## src/rtl/ram_ctrl_pkg.sv

```systemverilog
// Shared types and constants for the two-port RAM arbiter.
package ram_ctrl_pkg;

  localparam int ADDR_W_DEF = 6;
  localparam int DATA_W_DEF = 32;

  localparam logic PORT0 = 1'b0;
  localparam logic PORT1 = 1'b1;

  typedef enum logic [2:0] {
    IDLE    = 3'd0,
    SETUP   = 3'd1,
    WRITE   = 3'd2,
    HOLD    = 3'd3,
    CAPTURE = 3'd4,
    DONE    = 3'd5
  } state_e;

endpackage

```

## src/rtl/rr_arbiter_2.sv

```systemverilog
// Two-way round-robin arbiter; the pointer flips to the loser on every grant.
module rr_arbiter_2
  import ram_ctrl_pkg::*;
(
  input  logic       clk,
  input  logic       reset_n,
  input  logic [1:0] req_i,
  input  logic       en_i,
  output logic       gnt_vld_o,
  output logic       gnt_id_o
);

  logic ptr_q, ptr_d;

  always_comb begin
    gnt_vld_o = en_i && (|req_i);
    if (&req_i) gnt_id_o = ptr_q;
    else        gnt_id_o = req_i[1] ? PORT1 : PORT0;
    ptr_d = gnt_vld_o ? ~gnt_id_o : ptr_q;
  end

  always_ff @(posedge clk) begin
    if (!reset_n) ptr_q <= PORT0;
    else          ptr_q <= ptr_d;
  end

endmodule

```

## src/rtl/ram_arbiter_2port.sv

```systemverilog
// Arbitrates two request/ack ports onto one single-port RAM with a
// setup/strobe/hold write sequence and a registered read capture.
module ram_arbiter_2port
  import ram_ctrl_pkg::*;
#(
  parameter int ADDR_W = ADDR_W_DEF,
  parameter int DATA_W = DATA_W_DEF
) (
  input  logic              clk,
  input  logic              reset_n,
  input  logic              p0_req,
  input  logic              p0_we,
  input  logic [ADDR_W-1:0] p0_addr,
  input  logic [DATA_W-1:0] p0_wdata,
  output logic              p0_ack,
  output logic [DATA_W-1:0] p0_rdata,
  input  logic              p1_req,
  input  logic              p1_we,
  input  logic [ADDR_W-1:0] p1_addr,
  input  logic [DATA_W-1:0] p1_wdata,
  output logic              p1_ack,
  output logic [DATA_W-1:0] p1_rdata,
  output logic [ADDR_W-1:0] ram_address,
  output logic [DATA_W-1:0] ram_in,
  output logic              ram_is_write,
  input  logic [DATA_W-1:0] ram_out,
  output logic              busy
);

  state_e                       state_q, state_d;
  logic                         win_q, we_q, wr_q;
  logic [ADDR_W-1:0]            addr_q;
  logic [DATA_W-1:0]            wdata_q;
  logic [1:0]                   ack_q;
  logic [1:0][DATA_W-1:0]       rdata_q;
  logic [1:0]                   req, we;
  logic [1:0][ADDR_W-1:0]       addr;
  logic [1:0][DATA_W-1:0]       wdata;
  logic                         gnt_vld, gnt_id;

  assign req   = {p1_req, p0_req};
  assign we    = {p1_we, p0_we};
  assign addr  = {p1_addr, p0_addr};
  assign wdata = {p1_wdata, p0_wdata};

  rr_arbiter_2 u_arb (
    .clk       (clk),
    .reset_n   (reset_n),
    .req_i     (req),
    .en_i      (state_q == IDLE),
    .gnt_vld_o (gnt_vld),
    .gnt_id_o  (gnt_id)
  );

  always_comb begin
    state_d = state_q;
    case (state_q)
      IDLE:    if (gnt_vld) state_d = SETUP;
      SETUP:   state_d = we_q ? WRITE : CAPTURE;
      WRITE:   state_d = HOLD;
      HOLD:    state_d = DONE;
      CAPTURE: state_d = DONE;
      DONE:    state_d = IDLE;
      default: state_d = IDLE;
    endcase
  end

  // Write strobe and acks are decoded from the next state so they come
  // straight off flops, aligned with the state they belong to.
  always_ff @(posedge clk) begin
    if (!reset_n) begin
      state_q <= IDLE;
      win_q   <= PORT0;
      we_q    <= 1'b0;
      addr_q  <= '0;
      wdata_q <= '0;
      wr_q    <= 1'b0;
      ack_q   <= '0;
      rdata_q <= '0;
    end else begin
      state_q <= state_d;
      wr_q    <= (state_d == WRITE);
      ack_q   <= '0;
      if (state_d == DONE) ack_q[win_q] <= 1'b1;
      if (state_q == IDLE && gnt_vld) begin
        win_q   <= gnt_id;
        we_q    <= we[gnt_id];
        addr_q  <= addr[gnt_id];
        wdata_q <= wdata[gnt_id];
      end
      if (state_q == CAPTURE) rdata_q[win_q] <= ram_out;
    end
  end

  assign ram_address  = addr_q;
  assign ram_in       = wdata_q;
  assign ram_is_write = wr_q;
  assign p0_ack       = ack_q[0];
  assign p1_ack       = ack_q[1];
  assign p0_rdata     = rdata_q[0];
  assign p1_rdata     = rdata_q[1];
  assign busy         = (state_q != IDLE);

endmodule
```

## config.mk

```make
export PLATFORM = sky130hd
export DESIGN_NAME = ram_arbiter_2port
export DESIGN_NICKNAME = d
export VERILOG_FILES = /design/src/rtl/ram_ctrl_pkg.sv /design/src/rtl/rr_arbiter_2.sv /design/src/rtl/ram_arbiter_2port.sv
export SDC_FILE = /design/constraint.sdc
export NUM_CORES = 1
export LEC_CHECK = 0
export BUFFER_PORTS_ARGS = -buffer_cell sky130_fd_sc_hd__buf_2
export CORE_UTILIZATION = 35
export DETAILED_ROUTE_END_ITERATION = 12
export PLACE_DENSITY_LB_ADDON = 0.08
export SYNTH_ARGS = -nofsm -noshare
export SYNTH_HDL_FRONTEND = slang
export SYNTH_SLANG_ARGS = --single-unit
```

## constraint.sdc

```tcl
create_clock -name clk -period 1.75 [get_ports clk]
set_input_delay 0.4375 -clock clk [delete_from_list [all_inputs] [get_ports clk]]
set_output_delay 0.4375 -clock clk [all_outputs]
set_load 0.03 [all_outputs]
```

======== Yosys cells after proc, flatten, opt, wreduce, memory -nomap -nowiden ========
Cells that the tools add are included.
Widths: inputs -> output; s select.
operators by class
  $add $sub $neg .......................... 0
  multiply operators ...................... 0
  div/mod/pow operators ................... 0
  order comparisons ....................... 3
  eq/ne operators ......................... 6
  shift operators ......................... 0
  mux-type cells .......................... 16
  bitwise logic cells ..................... 1
  reduce and logical (&&, ||, !) cells .... 9
operator list
  kind                number
  $mux 32             3
  $bwmux 64           1
  $demux 32 s1        1
  $mux 6              2
  $pmux 3 s4          1
  $eq 3x2->1 const B  3
  $eq 3x3->1 const B  2
  $mux 3              2
  $mux 1              5
  $lt 1x2->1 const B  2
  $reduce_and 2->1    2
  $reduce_or 2->1     2
  $eq 3x1->1 const B  1
  $logic_and 1x1->1   3
  $logic_not 3->1     1
  $reduce_bool 3->1   1
  $demux 1 s1         1
  $ge 1x1->1 const B  1
  $not 1->1           1
storage, ports and cells
  flip-flop bits (word level) ............. 111
  bits in latches ......................... 0
  RAM bits ................................ 0
  bits in read-only memories .............. 0
  input port bits ......................... 114
  output and inout bits ................... 106
  logic and storage cells ................. 45
  memories ................................ 0

======== Longest topological paths before layout ========
Gate-level depths: netlist (run 1).
  word-level depth ........................ 6
  depth in mapped cells ................... 6
  mapped depth without buffers ............ 3

======== Modules after synthesis ========
From an unflattened synthesis (run 1), not the netlist that was laid out.
second synthesis, totals
  cells, all modules ...................... 499
  area, all modules ....................... 4,500.6 um^2
modules (own cells, without submodules)
  module             times used  cells an instance  area each (um^2)  sequential area each (um^2)
  ram_arbiter_2port  1           492                4,439.3           2,202.1
  rr_arbiter_2       1           7                  61.3              20.0

======== Least setup slack after synthesis (run 1) ========
Ideal clock, no wire load.
  path type ............................... reg-to-reg
  start ................................... register state_q[0]
  end ..................................... register addr_q[1], in the netlist ram_address[1]
  library setup time ...................... 122 ps
  arrival ................................. 1,622 ps
  required time ........................... 1,628 ps
  setup slack ............................. 7 ps
  stages on the path, launching flop included .. 7
  buffers on the path ..................... 3
  period minus slack after synthesis ...... 1,743 ps
  cell sequence ........................... dfxtp_1 buf_4 or3_4 o21a_1 buf_6 buf_6 a221o_1
between the ends
  word-level cells in the longest chain between the ends .. 3
ends and longest elaborated chain
  item                    RTL line                                          RTL
  from (decl)             ram_arbiter_2port.sv:30                           state_e state_q, state_d;
  from (signal assigned)  ram_arbiter_2port.sv:81                           state_q <= state_d;
  $logic_not 3->1 (*)     ram_arbiter_2port.sv:50, ram_arbiter_2port.sv:85
  $logic_and 1x1->1       rr_arbiter_2.sv:16                                gnt_vld_o = en_i && (|req_i);
  $logic_and 1x1->1 (*)   ram_arbiter_2port.sv:85                           if (state_q == IDLE && gnt_vld) begin
  to (signal assigned)    ram_arbiter_2port.sv:88                           addr_q <= addr[gnt_id];
  to (decl)               ram_arbiter_2port.sv:32                           logic [ADDR_W-1:0] addr_q;
Every way passes the cells marked *; elsewhere a longest branch is shown, timed or not.
A chain may end at the register's enable or synchronous reset.

======== Final worst setup path (run 1) ========
  start ................................... register state_q[1]
  end ..................................... output port busy
between the ends
  word-level cells in the longest chain between the ends .. 1
ends and longest elaborated chain
  item               RTL line                  RTL
  $reduce_bool 3->1  ram_arbiter_2port.sv:102  assign busy = (state_q != IDLE);
  to (decl)          ram_arbiter_2port.sv:27   output logic busy
Every way passes these cells.

==> impl_results.md, run 1 <==
* Largest net degree at the start of global routing at 104
* Post-CTS setup buffer count at 0
* Area Growth Syn to Fin at 36.5%
* Crit path max-delay family: simple AND/OR/NAND/NOR gates
* Drt drc at 0
* Status: finished clean
* Nets at 812
* Clock Tree Root: clkbuf_16
* Yosys warning count at 0
* Setup WS pre-CTS at -43.1 ps
* P_sw at 1.91 mW
* Clock skew at 6.35 ps
* Worst Path Buf+Inv at 1
* Sequential share of power at 45.8%
* Leak at 2.69 nW
* Setup Total Neg Slack at 0 ps
* Clock buffer count from CTS at 9
* Final hold slack at 300 ps
* Sw Share at 31.2%
* Filler cell count at 1174
* Clock network power share at 33.1%
* Die footprint at 12800 um2
* FF+latch count, synth at 111
* Die X at 113 um
* Mapped cell area at 4340 um2
* R2R depth at 4
* PortBufs at 219
* # rows at 40
* Syn Inst Count at 502
* Cts hold-fix bufs at 0
* Peak supply drop at 0.592 mV
* Fmax achieved at 0.584 GHz
* Startpoint Class: flop
* Total congestion overflow at 0
* Iter 0 DRT Violations at 240
* Fraction of layout cells with a size suffix above 1 at 38.1%
* Drt via density at 4.95
* Logic pwr share at 21.0%
* Crit-path cells: or3_4, buf_2
* Max-Cap Viols at 0
* Diode count at 0
* Synth top area cells: dfxtp_1 (51%), nand2_1 (9.0%), o21ai_0 (7.5%)
* Global Route Usage Sum at 18.8%
* DPL Wire Length at 8.42 mm
* Core ar. at 12100 um2
* Hold Crit Start: p0_wdata[14]
* Max Slew Vio Count at 0
* Final setup fails at 0
* Via count at 4310
* Worst Path Max Fanout at 4
* Worst path slowest cell: or3_4
* Tmin final at 1710 ps
* Slew headroom at 68.9%
* Async set-reset flop share out of synthesis at 0%
* Most frequent cells in the layout: buf_2 (218), dfxtp_1 (111), nand2_1 (104)
* Power per standard cell area at 1040 nW/um2
* Crit. path cell count at 2
* FF-to-FF setup slack at 70 ps
* Vias in the first global route at 3899
* Worst Hold Class: in -> reg
* Worst skew pair latency at 360 ps
* Number of hold violations in the final report at 0
* Longest Clk Path Bufs at 2
* Clk pin slew, worst setup/hold paths at 80 ps
* R2r endpoint: ram_in[28]
* RSZ-0062 raised after global routing: false
* Reg2reg start: state_q[1]
* Post-Syn Nets at 616
* Hold endpoint: ram_in[14]
* Worst setup margin at 38.5 ps
* Drt total wl at 12.2 mm
* CP Capture Type: primary output
* Total power at 6.13 mW
* Syn Area/Cell at 8.64 um2
* Internal power at 4.21 mW
* Worst hold path cell count at 2
* Seq/Total Area, Yosys at 51.3%
* Ys flop type: dfxtp_1
* CTS Sinks at 111
* Die Y-Extent at 113 um
* Netlist cell types at 30
* Initial Util at 35.9%
* Setup Crit Path Kind: reg -> out
* Post-synth top area cell: dfxtp_1
* Synth top area share at 51.3%
* Most common cell after layout, fill and taps aside: buf_2
* Post-DRT Antenna Nets at 0
* DRT Pass-1 Iters at 6
* CTS HTree Levels at 3
* First-pass GRT wire length at 19.1 mm
* CP Data Required Time at 1310 ps
* Io pins at 220
* Number of antenna violations at the first check in global routing at 0
* Post-synth EDFFs at 0
* CP peak stage delay at 390 ps
* WP data arrival at 1270 ps
* Final period utilization at 97.8%
* CTS tree: done
* Measured slew at the worst slew-check pin at 467 ps
* Gpl congestion at 0.756
* Wire per inst at 14.1 um
flip-flops by register name, summed over array words and instances, names as in the netlist, 2 cells and up:
signal,count
p0_rdata,32
p1_rdata,32
ram_in,32
ram_address,6
state_q,3
ack_q,2
worst max path at each step:
stage,start,end,slack [ps]
2_1_floorplan,state_q[0],ram_address[1],7
3_5_place_dp,p1_req,ram_in[28],-40
6_report,state_q[1],busy,40
3_3_place_gp,p1_req,ram_in[3],-4
4_1_cts,state_q[1],busy,30
5_1_grt,state_q[1],busy,2
power groups by stage:
stage / Clock (mW) / Sequential, mW / Combinational (mW)
finish: 2.03 / 2.81 / 1.29
global route: 2.18 / 2.83 / 1.39
CTS: 2.09 / 2.81 / 1.30
detailed placement: 0 / 2.86 / 1.29
global placement: 0 / 2.86 / 1.28
floorplan: 0 / 3.19 / 0.498
worst register-to-register path, cell delays in order, from the launching register on:
cell and delay [ps]:
dfxtp_1 330, or4b_2 730, buf_12 200, nor3_1 210
a221o_1 140
through the flow:
| step | util, % | cell area, um2 | instances |
|---|---|---|---|
| detailed placement | 46.6 | 5620 | 855 |
| CTS | 49.0 | 5910 | 871 |
| global placement | 46.6 | 5620 | 855 |
| global route | 49.1 | 5920 | 871 |
| floorplan | - | 4340 | 502 |
| finish | 49.1 | 5920 | 871 |
repair_timing:
item	CTS	global route
resized for setup	0	1
hold endpoints to repair	0	0
endpoints found under the setup margin	0	35
area by class of cell:
type / instances / area [um2] / area share (%)
tap: 168 / 210 / 3.55
clock buffer: 10 / 239 / 4.04
clock inverter: 6 / 53.8 / 0.909
inverter: 1 / 3.75 / 0.0634
multi-input combinational: 338 / 1870 / 31.6
timing repair buffer: 237 / 1320 / 22.3
sequential: 111 / 2220 / 37.5
cells in the mapped netlist, drive strengths merged (2+ instances only):
| library cell | instances |
|---|---|
| a221o | 39 |
| buf | 19 |
| clkbuf | 33 |
| dfxtp | 111 |
| mux2i | 2 |
| nand2 | 104 |
| nand3 | 64 |
| nor2 | 3 |
| nor2b | 4 |
| nor3 | 41 |
| nor3b | 3 |
| nor4b | 2 |
| o21a | 3 |
| o21ai | 65 |
layer usage:
metal	vias to the layer above	GRT usage [%]	routed length, um
met4	0	7.37	229
li1	2170	-	-
met2	161	30.9	5710
met1	1963	22.7	5320
met3	16	6.37	993
met5	-	0	0
kinds of logic (layout without fill, tap and decap cells):
| logic type | after synthesis | in the layout | synth area share, % |
|---|---|---|---|
| compound gates | 108 | 108 | 17.4 |
| mux | 2 | 2 | 0.462 |
| simple gates | 228 | 228 | 24.5 |
| flops | 111 | 111 | 51.3 |
| buf+inv | 53 | 254 | 6.38 |
Note: power is estimated with default switching activity, not from simulation.
==> run 2: changes to the inputs <==
--- a/config.mk
+++ b/config.mk
@@ -6,6 +6,7 @@
 export NUM_CORES = 1
 export LEC_CHECK = 0
 export BUFFER_PORTS_ARGS = -buffer_cell sky130_fd_sc_hd__buf_2
+export CORE_ASPECT_RATIO = 0.75
 export CORE_UTILIZATION = 35
 export DETAILED_ROUTE_END_ITERATION = 12
 export PLACE_DENSITY_LB_ADDON = 0.08
==> impl_results.md, run 2 (synthesis results as in run 1) <==
* Nets at 811 (was 812)
* WP data arrival at 1250 ps (was 1270 ps)
* Via count at 4288 (was 4310)
* Max Slew Vio Count at 0 (unchanged)
* Core ar. at 11800 um2 (was 12100 um2)
* Clock Tree Root: clkbuf_16 (unchanged)
* Fraction of layout cells with a size suffix above 1 at 38.0% (was 38.1%)
* Slew headroom at 68.5% (was 68.9%)
* Final setup fails at 0 (unchanged)
* CP Data Required Time at 1310 ps (about the same)
* Worst Hold Class: in -> reg (unchanged)
* Drt drc at 0 (unchanged)
* Power per standard cell area at 1030 nW/um2 (was 1040 nW/um2)
* RSZ-0062 raised after global routing: false (unchanged)
* FF-to-FF setup slack at 140 ps (was 70 ps)
* Worst skew pair latency at 340 ps (was 360 ps)
* Initial Util at 36.7% (was 35.9%)
* Die X at 131 um (was 113 um)
* Io pins at 220 (unchanged)
* Fmax achieved at 0.591 GHz (was 0.584 GHz)
* Number of antenna violations at the first check in global routing at 0 (unchanged)
* DPL Wire Length at 8.30 mm (was 8.42 mm)
* # rows at 34 (was 40)
* CTS Sinks at 111 (unchanged)
* Startpoint Class: flop (unchanged)
* Most frequent cells in the layout: buf_2 (218), dfxtp_1 (111), nand2_1 (104) (unchanged)
* Worst Path Max Fanout at 5 (was 4)
* Internal power at 4.20 mW (was 4.21 mW)
* Global Route Usage Sum at 18.7% (was 18.8%)
* Clock buffer count from CTS at 9 (unchanged)
* Post-CTS setup buffer count at 0 (unchanged)
* Wire per inst at 13.9 um (was 14.1 um)
* Diode count at 0 (unchanged)
* Setup Crit Path Kind: reg -> out (unchanged)
* Clk pin slew, worst setup/hold paths at 80 ps (about the same)
* CTS tree: done (unchanged)
* P_sw at 1.85 mW (was 1.91 mW)
* Longest Clk Path Bufs at 2 (unchanged)
* Largest net degree at the start of global routing at 116 (was 104)
* Post-DRT Antenna Nets at 0 (unchanged)
* Status: finished clean (unchanged)
* Crit path max-delay family: simple AND/OR/NAND/NOR gates (unchanged)
* Number of hold violations in the final report at 0 (unchanged)
* Drt total wl at 12.0 mm (was 12.2 mm)
* Total power at 6.04 mW (was 6.13 mW)
* Post-Route M1 WL at 5.68 mm (was 5.32 mm)
* Setup Total Neg Slack at 0 ps (unchanged)
* DRT Pass-1 Iters at 4 (was 6)
* Most common cell after layout, fill and taps aside: buf_2 (unchanged)
* Sw Share at 30.6% (was 31.2%)
* Die Y-Extent at 98.4 um (was 113 um)
* Logic pwr share at 21.0% (about the same)
* Top sig layer: met4 (unchanged)
* Vias in the first global route at 3926 (was 3899)
* Clock skew at 9.59 ps (was 6.35 ps)
* Fin cells at 864 (was 871)
* Area Growth Syn to Fin at 35.9% (was 36.5%)
* Leak at 2.68 nW (was 2.69 nW)
* CTS HTree Levels at 3 (unchanged)
* Cells after DPL at 848 (was 855)
* CP Capture Type: primary output (unchanged)
* First-pass GRT wire length at 19.2 mm (was 19.1 mm)
* Measured slew at the worst slew-check pin at 473 ps (was 467 ps)
* Worst Path Buf+Inv at 1 (unchanged)
* Final period utilization at 96.7% (was 97.8%)
* Die footprint at 12800 um2 (about the same)
* Sequential share of power at 46.6% (was 45.8%)
* Iter 0 DRT Violations at 179 (was 240)
* Tmin final at 1690 ps (was 1710 ps)
* Gpl congestion at 0.725 (was 0.756)
* WL met2 at 5.33 mm (was 5.71 mm)
* PortBufs at 219 (unchanged)
* Total congestion overflow at 0 (unchanged)
* Clock network power share at 32.3% (was 33.1%)
* Drt via density at 4.96 (was 4.95)
* Peak supply drop at 0.467 mV (was 0.592 mV)
* Worst path slowest cell: or3_4 (unchanged)
* Max-Cap Viols at 0 (unchanged)
* CP peak stage delay at 380 ps (was 390 ps)
* WL met3 at 845 um (was 993 um)
* Crit-path cells: or3_4, buf_2 (unchanged)
## run 2: path summary, 6_finish.rpt
path,startpoint,end,cells past startpoint
hold reg to reg,p1_rdata[31],p1_rdata[31],2
setup / recovery,state_q[0],busy,2
hold / removal,p0_addr[1],ram_address[1],2
setup reg to reg,state_q[0],ram_address[4],4
## run 2: metrics by stage
stage | setup slack, ps | utilization (%) | hold WS (ps) | area, um2
4_1_cts | 50.2 | 49.7 | 297 | 5880
2_1_floorplan | 6.68 | - | 432 | 4340
5_1_grt | 14.7 | 49.8 | 296 | 5890
3_5_place_dp | -50.5 | 47.3 | 448 | 5590
6_report | 57.8 | 49.8 | 312 | 5890
3_3_place_gp | -5.98 | 47.3 | 441 | 5590
## run 2: power groups by stage
stage	clock network, mW	registers, mW	logic [mW]
after global routing	2.13	2.84	1.37
after floorplan	0	3.19	0.498
after detailed placement	0	2.87	1.28
final	1.95	2.82	1.27
after CTS	2.05	2.81	1.28
after global placement	0	2.87	1.26
## run 2: layout make-up
type | count | area, um2
fill | 1195 | 5940
sequential | 111 | 2220
multi-input combinational | 338 | 1880
timing repair buffer | 236 | 1300
clock buffer | 11 | 243
tap | 162 | 203
clock inverter | 5 | 40.0
inverter | 1 | 3.75
## run 2: metal layers
layer | vias to the layer above | GRT usage, %
met4 | 0 | 4.60
met2 | 142 | 29.3
met5 | - | 0
met1 | 1964 | 25.1
li1 | 2171 | -
met3 | 11 | 5.70
## run 2: timing repair
| item | 4_1_cts | 5_1_grt |
|---|---|---|
| resized for setup | 0 | 3 |
| hold buffers | 0 | 0 |
| endpoints found under the setup margin | 0 | 24 |
